File: src/rtl/ring_osc_pkg.sv
// Shared types and helpers for the ring-oscillator frequency meter:
// controller states, width helper, LUT4 evaluation and Gray/binary conversion.
package ring_osc_pkg;

  typedef enum logic [1:0] {
    IDLE   = 2'd0,
    SETTLE = 2'd1,
    GATE   = 2'd2,
    REPORT = 2'd3
  } state_t;

  // Channel-index width; a single-channel meter still gets a 1-bit index.
  function automatic int ch_w(input int n);
    return (n > 1) ? $clog2(n) : 1;
  endfunction

  // Behaviour of one SB_LUT4: output is INIT bit addressed by {I3,I2,I1,I0}.
  function automatic logic lut4(input logic [15:0] init, input logic [3:0] idx);
    return init[idx];
  endfunction

  function automatic logic [31:0] bin2gray(input logic [31:0] b);
    return b ^ (b >> 1);
  endfunction

  function automatic logic [31:0] gray2bin(input logic [31:0] g);
    logic [31:0] b;
    b[31] = g[31];
    for (int i = 30; i >= 0; i--) begin
      b[i] = b[i+1] ^ g[i];
    end
    return b;
  endfunction

endpackage

File: src/rtl/ring_osc_if.sv
// Request/result port of the ring-oscillator meter, plus scope taps,
// the simulation oscillator sources and the controller state for observation.
interface ring_osc_if #(
  parameter int CHANNELS = 4,
  parameter int COUNT_W  = 16
);
  import ring_osc_pkg::*;

  localparam int CH_W = ch_w(CHANNELS);

  // start is a request sampled only while the controller is in IDLE; it is
  // never queued. result_valid rises with a new result and result/result_chan
  // hold stable until a clk edge samples result_ready high, which completes
  // the transfer; result_ready may be tied high.
  logic                start;
  logic [CH_W-1:0]     chan_sel;
  logic                busy;
  logic [COUNT_W-1:0]  result;
  logic [CH_W-1:0]     result_chan;
  logic                result_valid;
  logic                result_ready;
  logic [CHANNELS-1:0] osc_tap;
  logic [CHANNELS-1:0] ring_src;
  state_t              state;

  modport master (
    output start, chan_sel, result_ready, ring_src,
    input  busy, result, result_chan, result_valid, osc_tap, state
  );

  modport slave (
    input  start, chan_sel, result_ready, ring_src,
    output busy, result, result_chan, result_valid, osc_tap, state
  );

endinterface

File: src/rtl/ring_osc_channel.sv
// One enable-gated ring oscillator with its ring-clocked prescaler and Gray
// edge counter. Counters clear only on rst_n so measurements are differential.
module ring_osc_channel
  import ring_osc_pkg::*;
#(
  parameter int                 STAGES   = 1,
  parameter int                 PRESCALE = 4,
  parameter int                 COUNT_W  = 16,
  parameter bit                 SIM_RING = 1'b1,
  parameter logic [COUNT_W-1:0] CNT_INIT = '0
) (
  input  logic               rst_n,
  input  logic               en,
  input  logic               sim_src,
  output logic               tap,
  output logic [COUNT_W-1:0] gray
);

  logic               ring_out;
  logic [PRESCALE-1:0] pre;
  logic [COUNT_W-1:0] cnt;
  logic [COUNT_W-1:0] cnt_nxt;

  generate
    if (SIM_RING) begin : g_sim
      // Behavioural stand-in: a disabled ring sits low exactly like the LUT ring.
      assign ring_out = en & sim_src;
    end else begin : g_lut
      logic [STAGES-1:0] stage;
      // Stage 0 is the enable gate (I1=en, I0=feedback): en & ~ring_out.
      assign stage[0] = lut4(16'h4444, {2'b00, en, ring_out});
      for (genvar k = 1; k < STAGES; k++) begin : g_inv
        assign stage[k] = lut4(16'h5555, {3'b000, stage[k-1]});
      end
      assign ring_out = stage[STAGES-1];
    end
  endgenerate

  assign cnt_nxt = cnt + 1'b1;

  always_ff @(posedge ring_out or negedge rst_n) begin
    if (!rst_n) begin
      pre  <= '0;
      cnt  <= CNT_INIT;
      gray <= COUNT_W'(bin2gray(32'(CNT_INIT)));
    end else begin
      pre <= pre + 1'b1;
      if (&pre) begin
        cnt  <= cnt_nxt;
        gray <= COUNT_W'(bin2gray(32'(cnt_nxt)));
      end
    end
  end

  assign tap = pre[PRESCALE-1];

endmodule

File: src/rtl/ring_osc_meter.sv
// Multi-channel ring-oscillator frequency meter: enables one ring at a time,
// snapshots its synchronized count across a fixed gate window, reports the delta.
module ring_osc_meter
  import ring_osc_pkg::*;
#(
  parameter int                          CHANNELS      = 4,
  parameter int                          STAGES        = 1,
  parameter int                          PRESCALE      = 4,
  parameter int                          COUNT_W       = 16,
  parameter int                          SETTLE_CYCLES = 64,
  parameter int                          GATE_CYCLES   = 12000,
  parameter bit                          SIM_RING      = 1'b1,
  parameter logic [CHANNELS*COUNT_W-1:0] CNT_INIT      = '0
) (
  input  logic     clk,
  input  logic     rst_n,
  ring_osc_if.slave bus
);

  localparam int CH_W    = ch_w(CHANNELS);
  localparam int CYC_MAX = (SETTLE_CYCLES > GATE_CYCLES) ? SETTLE_CYCLES : GATE_CYCLES;
  localparam int CNT_W   = $clog2(CYC_MAX + 1);

  logic [CHANNELS-1:0] en;
  logic [CHANNELS-1:0] tap;
  logic [COUNT_W-1:0]  gray  [CHANNELS];
  logic [COUNT_W-1:0]  sync1 [CHANNELS];
  logic [COUNT_W-1:0]  sync2 [CHANNELS];
  logic [COUNT_W-1:0]  snap  [CHANNELS];

  state_t             state, state_nxt;
  logic [CH_W-1:0]    chan;
  logic [CNT_W-1:0]   cnt;
  logic [COUNT_W-1:0] snap0;
  logic [COUNT_W-1:0] result;
  logic [CH_W-1:0]    result_chan;
  logic               result_valid;
  logic               start_ok;
  logic               settle_done;
  logic               gate_done;

  generate
    for (genvar i = 0; i < CHANNELS; i++) begin : g_ch
      ring_osc_channel #(
        .STAGES   (STAGES),
        .PRESCALE (PRESCALE),
        .COUNT_W  (COUNT_W),
        .SIM_RING (SIM_RING),
        .CNT_INIT (CNT_INIT[i*COUNT_W +: COUNT_W])
      ) u_ch (
        .rst_n   (rst_n),
        .en      (en[i]),
        .sim_src (bus.ring_src[i]),
        .tap     (tap[i]),
        .gray    (gray[i])
      );
    end
  endgenerate

  // Gray code changes one bit per count, so a 2-FF capture is off by at most one.
  always_ff @(posedge clk or negedge rst_n) begin
    if (!rst_n) begin
      for (int i = 0; i < CHANNELS; i++) begin
        sync1[i] <= '0;
        sync2[i] <= '0;
      end
    end else begin
      for (int i = 0; i < CHANNELS; i++) begin
        sync1[i] <= gray[i];
        sync2[i] <= sync1[i];
      end
    end
  end

  always_comb begin
    for (int i = 0; i < CHANNELS; i++) begin
      snap[i] = COUNT_W'(gray2bin(32'(sync2[i])));
    end
  end

  assign start_ok    = bus.start && (int'(bus.chan_sel) < CHANNELS);
  assign settle_done = (cnt == CNT_W'(SETTLE_CYCLES - 1));
  assign gate_done   = (cnt == CNT_W'(GATE_CYCLES - 1));

  always_ff @(posedge clk or negedge rst_n) begin
    if (!rst_n) state <= IDLE;
    else        state <= state_nxt;
  end

  always_comb begin
    state_nxt = state;
    case (state)
      IDLE:    if (start_ok)         state_nxt = SETTLE;
      SETTLE:  if (settle_done)      state_nxt = GATE;
      GATE:    if (gate_done)        state_nxt = REPORT;
      REPORT:  if (bus.result_ready) state_nxt = IDLE;
      default:                       state_nxt = IDLE;
    endcase
  end

  always_ff @(posedge clk or negedge rst_n) begin
    if (!rst_n) begin
      en           <= '0;
      chan         <= '0;
      cnt          <= '0;
      snap0        <= '0;
      result       <= '0;
      result_chan  <= '0;
      result_valid <= 1'b0;
    end else begin
      case (state)
        IDLE: if (start_ok) begin
          chan <= bus.chan_sel;
          en   <= CHANNELS'(1) << bus.chan_sel;
          cnt  <= '0;
        end
        SETTLE: if (settle_done) begin
          snap0 <= snap[chan];
          cnt   <= '0;
        end else begin
          cnt <= cnt + 1'b1;
        end
        GATE: if (gate_done) begin
          // Modular difference keeps the count right across counter wrap.
          result       <= snap[chan] - snap0;
          result_chan  <= chan;
          en           <= '0;
          result_valid <= 1'b1;
        end else begin
          cnt <= cnt + 1'b1;
        end
        REPORT: if (bus.result_ready) result_valid <= 1'b0;
        default: ;
      endcase
    end
  end

  assign bus.busy         = (state != IDLE);
  assign bus.result       = result;
  assign bus.result_chan  = result_chan;
  assign bus.result_valid = result_valid;
  assign bus.osc_tap      = tap;
  assign bus.state        = state;

endmodule

File: src/flat_wrapper.sv
// flat-port wrapper written by rule: the top's interface ports become plain ports
module ring_osc_meter_flat import ring_osc_pkg::*;
#(
  parameter int                          CHANNELS      = 4,
  parameter int                          STAGES        = 1,
  parameter int                          PRESCALE      = 4,
  parameter int                          COUNT_W       = 16,
  parameter int                          SETTLE_CYCLES = 64,
  parameter int                          GATE_CYCLES   = 12000,
  parameter bit                          SIM_RING      = 1'b1,
  parameter logic [CHANNELS*COUNT_W-1:0] CNT_INIT      = '0
)
  (clk, rst_n, bus_start, bus_chan_sel, bus_result_ready, bus_ring_src, bus_busy, bus_result, bus_result_chan, bus_result_valid, bus_osc_tap, bus_state);
  ring_osc_if #(.CHANNELS(CHANNELS), .COUNT_W(COUNT_W)) bus_i ();
  input  logic clk;
  input  logic rst_n;
  input wire logic [$bits(bus_i.start)-1:0] bus_start;
  input wire logic [$bits(bus_i.chan_sel)-1:0] bus_chan_sel;
  input wire logic [$bits(bus_i.result_ready)-1:0] bus_result_ready;
  input wire logic [$bits(bus_i.ring_src)-1:0] bus_ring_src;
  output wire logic [$bits(bus_i.busy)-1:0] bus_busy;
  output wire logic [$bits(bus_i.result)-1:0] bus_result;
  output wire logic [$bits(bus_i.result_chan)-1:0] bus_result_chan;
  output wire logic [$bits(bus_i.result_valid)-1:0] bus_result_valid;
  output wire logic [$bits(bus_i.osc_tap)-1:0] bus_osc_tap;
  output wire logic [$bits(bus_i.state)-1:0] bus_state;
  assign bus_i.start = bus_start;
  assign bus_i.chan_sel = bus_chan_sel;
  assign bus_i.result_ready = bus_result_ready;
  assign bus_i.ring_src = bus_ring_src;
  assign bus_busy = bus_i.busy;
  assign bus_result = bus_i.result;
  assign bus_result_chan = bus_i.result_chan;
  assign bus_result_valid = bus_i.result_valid;
  assign bus_osc_tap = bus_i.osc_tap;
  assign bus_state = bus_i.state;
  ring_osc_meter #(.CHANNELS(CHANNELS), .STAGES(STAGES), .PRESCALE(PRESCALE), .COUNT_W(COUNT_W), .SETTLE_CYCLES(SETTLE_CYCLES), .GATE_CYCLES(GATE_CYCLES), .SIM_RING(SIM_RING), .CNT_INIT(CNT_INIT)) u_core (.clk(clk), .rst_n(rst_n), .bus(bus_i));
endmodule
File: config.mk
export PLATFORM = sky130hd
export DESIGN_NAME = ring_osc_meter_flat
export DESIGN_NICKNAME = d
export VERILOG_FILES = /design/src/rtl/ring_osc_pkg.sv /design/src/rtl/ring_osc_if.sv /design/src/rtl/ring_osc_channel.sv /design/src/rtl/ring_osc_meter.sv /design/src/flat_wrapper.sv
export SDC_FILE = /design/constraint.sdc
export NUM_CORES = 1
export LEC_CHECK = 0
export CAP_MARGIN = 20
export CORE_MARGIN = 5
export CORE_UTILIZATION = 35
export CTS_BUF_LIST = sky130_fd_sc_hd__clkbuf_8
export CTS_CLUSTER_SIZE = 12
export DETAILED_ROUTE_END_ITERATION = 7
export GPL_TIMING_DRIVEN = 0
export PLACE_DENSITY_LB_ADDON = 0.08
export SYNTH_ARGS = -nofsm -noshare
export SYNTH_HDL_FRONTEND = slang
export SYNTH_SLANG_ARGS = --single-unit
File: constraint.sdc
create_clock -name clk -period 9.85 [get_ports clk]
set_clock_uncertainty 0.15 [all_clocks]
set_input_delay 1.97 -clock clk [delete_from_list [all_inputs] [get_ports clk]]
set_output_delay 1.97 -clock clk [all_outputs]
set_load 0.05 [all_outputs]
# == Word-level counts from Yosys, hierarchy flattened ==
# Cells that the tools add are included.
# totals
regBits,329
input_bits,10
# op_classes
n_addsub,10
magnitude_cmp,1
eq_ne,10
shifts,1
muxes,18
bitwise,69
reduce_logical,16
# op_table
op,n
"adder 16 x 1 -> 16 bit, second input constant",4
bitwise XOR 16 x 15 -> 16 bit,4
bitwise XOR 1 bit,60
two-way mux 14 bit,3
one-hot mux 14 bit (3 select lines),1
binary-select mux 16 bit (select 2 bit),1
two-way mux 16 bit,2
AND reduction 4 bit,5
"adder 4 x 1 -> 4 bit, second input constant",4
subtractor 16 bit,1
"adder 14 x 1 -> 14 bit, second input constant",1
"equality test 14 bit, second input constant",1
"equality test 14 x 6 -> 1 bit, second input constant",1
AND reduction 3 bit,3
two-way mux 2 bit,4
two-way mux 4 bit,2
one-hot mux 2 bit (4 select lines),1
one-hot mux 4 bit (2 select lines),1
"inequality test 2 bit, second input constant",3
AND reduction 2 bit,3
nonzero test 2 bit,3
bitwise AND 1 bit,4
"equality test 2 bit, second input constant",2
"inequality test 2 x 1 -> 1 bit, second input constant",2
8 further kinds,9

# == Longest topological paths before layout ==
# Gate-level depths: netlist (run 1).
# depth
word_depth,19
depth_mapped,27

# == Modules after synthesis ==
# Synthesis (run 1) repeated with hierarchy kept, for this count alone.
# unflattened
hier_cells,1296
area_unflattened_um2,14707.9
# by_module_without_submodules
module,instances,cells_each,area_each_um2,seq_area_each_um2
ring_osc_meter,1,580,7475.9,4629.4
ring_osc_channel,4,179,1808.0,875.8

==> results.json, run 1 <==
{
  "syn_area_per_cell_um2": 11.5,
  "crit_fanout": 4,
  "io_pins": 36,
  "row_count": 73,
  "core-area_mm2": 0.0398,
  "post_cts_buffers": 0,
  "vias": 8279,
  "cp_slowest_stage_delay_ns": 0.52,
  "cp.buffers_inverters": 0,
  "worstSkewPairLatency_ns": 0.46,
  "dp_slack_ns": 2.25,
  "synthFlopType": "dfrtp_1",
  "slew-limit-headroom_pct": 49.0,
  "outcome": "completed",
  "p_clk_share_pct": 37.7,
  "total_power_mw": 1.33,
  "synth_most_common_cell": "dfrtp_1",
  "ctsLongestPathBuffers": 2,
  "layout_setup_ws_ns": 2.23,
  "antenna_cells": 0,
  "syn_nets": 1268,
  "antenna_found_initial": 2,
  "syn_inst": 1228,
  "max_clock_freq_ghz": 0.131,
  "syn_area_mm2": 0.0141,
  "start_kind": "register",
  "wl_mm": 26.5,
  "period_needed_ns": 7.62,
  "netlist_top_cells_area": "dfrtp_1 58%, xnor2_1 9.8%, nand2_1 4.7%, xor2_1 4.5%, o21ai_0 3.3%",
  "synth_seq_cells": 325,
  "dp.final_hpwl_mm": 20.2,
  "port_buffers": 35,
  "tightest_slew_ns": 0.761,
  "viasPerCell": 4.53,
  "switching_share_pct": 25.1,
  "drive_above_1_share_pct": 5.99,
  "yosysWarnings": 0,
  "die_area_mm2": 0.0445,
  "untimed_endpoints": 208,
  "gr-total-overflow": 0,
  "drt_iter0_markers": 355,
  "finalMaxSlewViolations": 0,
  "p_leak_nw": 7.13,
  "required_ns": 10.07,
  "post-route-period-util_pct": 77.3,
  "n_fill_cell": 3918,
  "rsz0062_at_grt": "no",
  "die_h_um": 211,
  "ant_nets": 0,
  "ys_async_sr_fraction_pct": 100,
  "synth_edf_count": 0,
  "synth_commonest_cells": "325 x dfrtp_1, 178 x nand2_1, 158 x xnor2_1, 94 x o21ai_0, 72 x xor2_1",
  "cts_tree": "built",
  "worst-r2r-setup-slack_ns": 2.23,
  "remaining_drc_errors": 0,
  "area.sequential_mm2": 0.00813,
  "power_density_mw_per_mm2": 84.7,
  "hold_class": "register to register",
  "multi_input_area_mm2": 0.00563,
  "crit_type": "register to register",
  "numCtsBuffers": 17,
  "timing.hold.ws_ns": 0.192,
  "postLayoutCellArea_mm2": 0.0158,
  "cts.repair.resized": 0,
  "wl_per_cell_um": 14.5,
  "grt_max_degree": 107,
  "hold_buffers": 0,
  "cp_slowest_cell": "mux4_2",
  "internal-power_mw": 0.999,
  "unclocked_regs": 140,
  "maxCapViolCount": 0,
  "synth_area_leader_cell": "dfrtp_1",
  "htree_levels": 4,
  "final-setup-viol-count": 0,
  "cp-end-kind": "register",
  "ir_worst_vdd_uv": 66.8,
  "critPathTopFamily": "XOR/XNOR gates",
  "seq_power_share_pct": 58.8,
  "gp_congestion": 0.799,
  "p_switching_mw": 0.335,
  "cts_root_buf": "clkbuf_8",
  "drtPass1Iterations": 4,
  "path_clk_slew_ns": 0.10,
  "nNetsFinal": 1329,
  "finalHoldViolations": 0,
  "grt_pass1_wl_mm": 45.2,
  "placed_area_mm2": 0.0152,
  "cp.arrival_ns": 7.84,
  "initial_core_util_pct": 35.5,
  "ys_seq_area_share_pct": 57.5,
  "grt_use_total_pct": 12.4,
  "combPwrFrac_pct": 3.4,
  "die_x_um": 211,
  "syn_to_final_growth_pct": 11.4,
  "first_global_vias": 8519,
  "yosysUniqueCellTypes": 47,
  "post-synth-top-area-fraction_pct": 57.5
}
routing by layer:
metal / global-route usage, % / wire (um) / vias to the layer above / part of all wire (%)
li1: - / - / 4148 / -
met1: 18.5 / 13500 / 4047 / 51
met2: 19.5 / 12200 / 68 / 46
met3: 1.77 / 580 / 16 / 2.2
met4: 2.24 / 234 / 0 / 0.88
met5: 0 / 0 / - / 0
registers in the layout (all words and copies together), names as in the netlist, 4 cells and up:
| name | count |
|---|---|
| u_core.g_ch.u_ch.cnt | 64 |
| u_core.sync1 | 64 |
| u_core.g_ch.u_ch.gray | 60 |
| u_core.sync2 | 60 |
| u_core.bus.result | 16 |
| u_core.g_ch.u_ch.pre | 16 |
| u_core.snap0 | 16 |
| u_core.cnt | 14 |
| u_core.en | 4 |
| u_core.snap | 4 |
power groups by stage:
stage                     registers [mW]  clock network (mW)  logic, mW
after floorplan                    0.799                   0    0.00470
final                              0.785               0.504     0.0458
after CTS                          0.786               0.527     0.0451
after global placement             0.803                   0     0.0400
after detailed placement           0.800                   0     0.0448
after global routing               0.785               0.557     0.0544
per-stage QoR:
stage / util [%] / setup TNS, ns / cells
final: 39.6 / 0 / 1827
after global routing: 39.6 / 0 / 1827
after CTS: 39.3 / 0 / 1823
after detailed placement: 38.2 / 0 / 1791
after global placement: 38.0 / -1464.63 / 1788
after floorplan: - / 0 / 1228
path summary, 6_finish.rpt:
path | start | to | cells after the start
max in group asynchronous | rst_n | u_core.sync1[34] | 3
min in group asynchronous | rst_n | u_core.sync1[14] | 1
worst max register to register | u_core.snap[31] | u_core.bus.result[14] | 27
worst min-delay path | u_core.sync1[59] | u_core.sync2[59] | 0
worst max-delay path | u_core.snap[31] | u_core.bus.result[14] | 27
worst min register to register | u_core.sync1[59] | u_core.sync2[59] | 0
cells in the final DEF, fill, tap and decap left out, drive strengths merged, types with 2 or more instances in the layout:
| cell type | instances |
|---|---|
| a211oi | 5 |
| a21boi | 4 |
| a21o | 3 |
| a21oi | 20 |
| a31oi | 5 |
| and2 | 10 |
| and3 | 38 |
| buf | 12 |
| clkbuf | 58 |
| clkdlybuf4s50 | 34 |
| clkinv | 7 |
| dfrtp | 325 |
| ha | 29 |
| inv | 56 |
| mux2 | 12 |
| mux2i | 4 |
| mux4 | 11 |
| nand2 | 178 |
| nand2b | 3 |
| nand3 | 30 |
| nand4 | 8 |
| nor2 | 56 |
| nor2b | 3 |
| nor3 | 6 |
| nor4 | 3 |
| o211ai | 3 |
| o21a | 2 |
| o21ai | 106 |
| o22ai | 2 |
| o31ai | 10 |
| xnor2 | 163 |
| xnor3 | 5 |
| xor2 | 75 |
| xor3 | 7 |
worst register-to-register path, stage by stage (launching register included):
cell and delay [ns]:
dfrtp_1 0.49, xor2_2 0.33, xnor3_1 0.50, xnor2_2 0.19, xnor2_1 0.43, xnor2_2 0.23
xor2_2 0.30, xnor2_1 0.26, xnor3_2 0.45, xnor2_1 0.27, xor2_1 0.24, xor2_1 0.10
mux4_2 0.52, ha_1 0.26, fa_1 0.41, nor2b_1 0.12, o21ai_1 0.07, a21boi_0 0.29
o21ai_1 0.11, a21boi_0 0.29, o21ai_1 0.12, a21boi_0 0.29, o21ai_0 0.16, a21boi_1 0.21
o21ai_0 0.14, a211oi_1 0.29, nor3_1 0.08, o31ai_1 0.20
logic make-up (layout without fill, tap and decap cells):
| logic type | Yosys count | count (layout) | share of synthesized area (%) |
|---|---|---|---|
| DFF | 325 | 325 | 57.5 |
| and+or+nand+nor | 338 | 338 | 10.5 |
| muxes | 27 | 27 | 2.99 |
| xor gates and xnor gates | 250 | 250 | 17.2 |
| buffers and inverters | 94 | 168 | 2.60 |
| AOI/OAI and AO/OA | 164 | 164 | 6.45 |
| adders and majority gates | 30 | 30 | 2.71 |
final cells by class:
| type | instances | area share, % |
|---|---|---|
| buffer | 43 | 1.12 |
| sequential | 325 | 51.6 |
| clock buffer | 19 | 1.66 |
| multi-input combinational | 809 | 35.8 |
| clock inverter | 13 | 0.945 |
| timing repair buffer | 42 | 3.48 |
| tap | 525 | 4.17 |
| inverter | 51 | 1.22 |
(Power assumes the default switching activity.)
==> run 2, diff against run 1 <==
==> constraint.sdc (replaced) <==
create_clock -name clk -period 7.5 [get_ports clk]
set_clock_uncertainty 0.15 [all_clocks]
set_input_delay 1.5 -clock clk [delete_from_list [all_inputs] [get_ports clk]]
set_output_delay 1.5 -clock clk [all_outputs]
set_load 0.05 [all_outputs]
==> results.json, run 2 (same netlist as run 1, synthesis figures left out) <==
{
  "drive_above_1_share_pct": 7.13,
  "cp.buffers_inverters": 0,
  "cp_slowest_stage_delay_ns": 0.52,
  "vias": 8284,
  "worstSkewPairLatency_ns": 0.46,
  "io_pins": 36,
  "gr-total-overflow": 0,
  "ctsLongestPathBuffers": 2,
  "unclocked_regs": 140,
  "layout_setup_ws_ns": 0.575,
  "mostFrequentLayoutCell": "dfrtp_1",
  "final_cell_mix": "323 x dfrtp_1, 178 x nand2_1, 151 x xnor2_1",
  "required_ns": 7.71,
  "ant_nets": 0,
  "syn_to_final_growth_pct": 12.2,
  "p_switching_mw": 0.440,
  "critPathTopFamily": "XOR/XNOR gates",
  "finalHoldViolations": 0,
  "port_buffers": 35,
  "untimed_endpoints": 208,
  "p_leak_nw": 7.17,
  "cts_tree": "built",
  "cp.arrival_ns": 7.14,
  "core-area_mm2": 0.0398,
  "maxCapViolCount": 0,
  "antenna_cells": 0,
  "antenna_found_initial": 2,
  "wl_mm": 26.6,
  "p_clk_share_pct": 37.7,
  "finalMaxSlewViolations": 0,
  "grt_pass1_wl_mm": 45.2,
  "post-route-period-util_pct": 92.3,
  "die_x_um": 211,
  "tightest_slew_ns": 0.761,
  "dp.final_hpwl_mm": 20.2,
  "power_density_mw_per_mm2": 110,
  "die_area_mm2": 0.0445,
  "gp_congestion": 0.799,
  "die_h_um": 211,
  "hold_class": "register to register",
  "min_from": "u_core.sync1[59]",
  "row_count": 73,
  "wl_per_cell_um": 14.5,
  "crit_start": "u_core.snap[15]",
  "cp-end-kind": "register",
  "seq_power_share_pct": 58.8,
  "cp_slowest_cell": "mux4_2",
  "remaining_drc_errors": 0,
  "switching_share_pct": 25.1,
  "internal-power_mw": 1.31,
  "max_clock_freq_ghz": 0.144,
  "drt_iter0_markers": 296,
  "first_global_vias": 8535,
  "numCtsBuffers": 17,
  "nNetsFinal": 1332,
  "start_kind": "register",
  "path_clk_slew_ns": 0.11,
  "worst-r2r-setup-slack_ns": 0.57,
  "initial_core_util_pct": 35.5,
  "setup_tns_ns": 0,
  "dp_slack_ns": -0.102,
  "cts_root_buf": "clkbuf_8",
  "period_needed_ns": 6.93,
  "reg_top3": "u_core.g_ch.u_ch.cnt: 64 flops, u_core.sync1: 64 flops",
  "final-setup-viol-count": 0,
  "combPwrFrac_pct": 3.4,
  "drtPass1Iterations": 4,
  "htree_levels": 4,
  "grt_use_total_pct": 12.4,
  "r2r-start": "u_core.snap[15]",
  "viasPerCell": 4.53,
  "ir_worst_vdd_uv": 88.2,
  "grt_max_degree": 107,
  "crit_fanout": 3,
  "crit_type": "register to register",
  "slew-limit-headroom_pct": 49.0,
  "outcome": "completed",
  "rsz0062_at_grt": "no",
  "crit_top_cell": "a21boi_1"
}
## run 2: changes by cell type in the layout (fill, tap and decap cells not counted)
cell	before	now
dfrtp_2	0	2
a21boi_1	1	4
a21boi_0	3	0
xnor2_4	0	1
buf_4	4	7
dfrtp_1	325	323
xor3_2	0	1
xnor2_1	158	151
xnor3_2	2	3
xor3_1	7	6
xnor3_1	3	2
xor2_1	72	71
xor2_4	0	1
xnor2_2	5	11
## run 2: path summary, 6_finish.rpt
kind / cells past startpoint / end
min in group asynchronous: 1 / u_core.sync1[14]
max: 27 / u_core.bus.result[14]
min reg2reg: 0 / u_core.sync2[59]
max in group asynchronous: 3 / u_core.sync1[34]
max reg2reg: 27 / u_core.bus.result[14]
min: 0 / u_core.sync2[59]
## run 2: layer usage
metal | up-vias | track usage, % | wire (um)
met3 | 11 | 1.77 | 637
met5 | - | 0 | 0
met2 | 70 | 19.6 | 12200
met4 | 0 | 2.24 | 197
met1 | 4051 | 18.4 | 13500
li1 | 4152 | - | -
## run 2: per-stage QoR
stage,area (um^2),power (mW),hold WS (ns),std cells,util (%)
2_1_floorplan,14100,1.06,0.181,1228,-
3_3_place_gp,15100,1.11,0.184,1788,38.0
3_5_place_dp,15200,1.11,0.185,1791,38.2
4_1_cts,15700,1.78,0.196,1824,39.3
5_1_grt,15900,1.83,0.200,1830,39.8
6_report,15900,1.75,0.192,1830,39.8
## run 2: area by class of cell
class                           instances  area [um^2]
Clock inverter                         13          149
Fill cell                            3920        24000
Multi-Input combinational cell        809         5720
Buffer                                 43          176
Clock buffer                           19          262
Tap cell                              525          657
Sequential cell                       325         8140
Inverter                               51          191
Timing Repair Buffer                   45          571
## run 2: worst register-to-register path: stages, from the launching register on
cell	delay [ns]
dfrtp_2	0.49
xor3_2	0.50
xnor3_2	0.34
xnor2_4	0.19
xnor2_2	0.28
xnor3_1	0.33
xnor2_2	0.21
xor2_1	0.26
xnor2_1	0.20
xnor2_1	0.21
xor2_1	0.24
xor2_1	0.10
mux4_2	0.52
ha_1	0.26
fa_1	0.41
nor2b_1	0.12
o21ai_1	0.08
a21boi_1	0.23
o21ai_1	0.10
a21boi_1	0.22
o21ai_1	0.11
a21boi_1	0.22
o21ai_0	0.14
a21boi_1	0.21
o21ai_0	0.14
a211oi_1	0.29
nor3_1	0.08
o31ai_1	0.20
## run 2: power groups by stage
stage,registers [mW],logic [mW],clock network [mW]
2_1_floorplan,1.05,0.00618,0
3_3_place_gp,1.05,0.0526,0
3_5_place_dp,1.05,0.0589,0
4_1_cts,1.03,0.0592,0.692
5_1_grt,1.03,0.0716,0.732
6_report,1.03,0.0603,0.661
## run 2: timing repair
item / CTS / global route
hold buffers: 0 / 0
gates resized for setup: 2 / 15
pin swaps: 1 / 2
buffers inserted: 1 / 2
endpoints found under the setup margin: 1 / 2
endpoints found under the hold margin: 0 / 0
==> run 3, diff against run 2 <==
--- a/config.mk
+++ b/config.mk
@@ -11,8 +11,8 @@
 export CTS_BUF_LIST = sky130_fd_sc_hd__clkbuf_8
 export CTS_CLUSTER_SIZE = 12
 export DETAILED_ROUTE_END_ITERATION = 7
-export GPL_TIMING_DRIVEN = 0
-export PLACE_DENSITY_LB_ADDON = 0.08
+export GPL_TIMING_DRIVEN = 1
+export PLACE_DENSITY = 0.5
 export SYNTH_ARGS = -nofsm -noshare
 export SYNTH_HDL_FRONTEND = slang
 export SYNTH_SLANG_ARGS = --single-unit
==> results.json, run 3 (same netlist as run 1, synthesis figures left out) <==
{
  "p_leak_nw": 7.09,
  "grt_use_total_pct": 11.5,
  "final_cell_mix": "325 x dfrtp_1, 178 x nand2_1, 158 x xnor2_1",
  "power_density_mw_per_mm2": 113,
  "numCtsBuffers": 17,
  "unclocked_regs": 140,
  "cp_slowest_stage_delay_ns": 0.48,
  "initial_core_util_pct": 35.5,
  "nNetsFinal": 1292,
  "die_area_mm2": 0.0445,
  "cp.depth": 27,
  "holdPathStages": 0,
  "first_global_vias": 8070,
  "cts_root_buf": "clkbuf_8",
  "max_clock_freq_ghz": 0.147,
  "rsz0062_at_grt": "no",
  "viasPerCell": 4.50,
  "core-area_mm2": 0.0398,
  "dp.final_hpwl_mm": 18.4,
  "min_from": "u_core.sync1[57]",
  "untimed_endpoints": 208,
  "grt_pass1_wl_mm": 42.5,
  "grt-busiest-layer": "met2",
  "die_h_um": 211,
  "total_power_mw": 1.76,
  "finalHoldViolations": 0,
  "tightest_slew_ns": 0.932,
  "met3_usage_pct": 1.38,
  "path_clk_slew_ns": 0.10,
  "hold_class": "register to register",
  "rr_worst_depth": 27,
  "worstSkewPairLatency_ns": 0.46,
  "drive_above_1_share_pct": 6.40,
  "ir_worst_vdd_uv": 102,
  "drtPass1Iterations": 4,
  "drt_iter0_markers": 461,
  "syn_to_final_growth_pct": 10.5,
  "cp_slowest_cell": "mux4_2",
  "finalMaxSlewViolations": 0,
  "wl_mm": 24.9,
  "antenna_cells": 0,
  "reg_top3": "u_core.g_ch.u_ch.cnt: 64 flops, u_core.sync1: 64 flops",
  "required_ns": 7.71,
  "crit_type": "register to register",
  "setup_tns_ns": 0,
  "period_needed_ns": 6.81,
  "cp.arrival_ns": 7.02,
  "met2_usage_pct": 18.1,
  "cp.buffers_inverters": 0,
  "vias": 8059,
  "grt.met1_usage_pct": 17.1,
  "post-route-period-util_pct": 90.8,
  "io_pins": 36,
  "min_to": "u_core.sync2[57]",
  "r2r-start": "u_core.sync2[30]",
  "antenna_found_initial": 0,
  "n_fill_cell": 3881,
  "start_kind": "register",
  "gp_congestion": 0.791,
  "r2r_end": "u_core.bus.result[14]",
  "critPathTopFamily": "XOR/XNOR gates",
  "row_count": 73,
  "cp-end-kind": "register",
  "maxCapViolCount": 0,
  "die_x_um": 211,
  "mostFrequentLayoutCell": "dfrtp_1",
  "final-setup-viol-count": 0,
  "crit_fanout": 4,
  "worst-r2r-setup-slack_ns": 0.69,
  "ctsLongestPathBuffers": 2,
  "slew-limit-headroom_pct": 37.9,
  "remaining_drc_errors": 0,
  "port_buffers": 35,
  "outcome": "completed",
  "final_util_pct": 39.2,
  "htree_levels": 4,
  "timing.hold.ws_ns": 0.195,
  "gr-total-overflow": 0,
  "ant_nets": 0,
  "wl_per_cell_um": 13.9,
  "grt_max_degree": 170,
  "cts_tree": "built"
}
-- run 3: area by class of cell --
type / count / area [um^2] / area share [%]
sequential: 325 / 8130 / 52.1
inverter: 51 / 191 / 1.23
timing repair buffer: 48 / 566 / 3.62
tap: 525 / 657 / 4.21
clock inverter: 13 / 163 / 1.04
multi-input combinational: 809 / 5640 / 36.1
clock buffer: 19 / 262 / 1.67
-- run 3: worst reg2reg max path: cells and delay by family (launching register included) --
kind,cells,cell delay (ns)
xor+xnor,11,2.84
compound gates,11,1.96
fa+ha+maj,2,0.65
mux,1,0.48
flops,1,0.41
simple gates,2,0.21
-- run 3: worst max path at each step --
stage,start,to,slack [ns]
2_1_floorplan,u_core.sync2[46],u_core.bus.result[14],1.31
3_3_place_gp,u_core.snap[47],u_core.bus.result[14],0.72
3_5_place_dp,u_core.snap[47],u_core.bus.result[14],0.50
4_1_cts,u_core.snap[47],u_core.bus.result[14],0.44
5_1_grt,u_core.sync2[14],u_core.bus.result[14],0.03
6_report,u_core.sync2[30],u_core.bus.result[14],0.69
-- run 3: metal layers --
metal  share of wire, %  routed length [um]
met5                  0                   0
met4                1.8                 436
met3                1.8                 457
met2                 45               11300
met1                 51               12700
-- run 3: where the power goes --
part	switching, mW	internal [mW]
combinational	0.0441	0.0111
clock	0.403	0.276
sequential	0.00174	1.03
-- run 3: timing repair --
item	in CTS	in global routing
hold buffers	0	0
buffers inserted	0	1
endpoints found under the setup margin	0	1
resized for setup	0	1
-- run 3: stage by stage --
step	instances	cell area, um^2	setup WS, ns
floorplan	1228	14100	1.31
CTS	1786	15500	0.445
detailed placement	1754	15100	0.502
global route	1790	15600	0.0274
finish	1790	15600	0.690
global placement	1750	15000	0.718
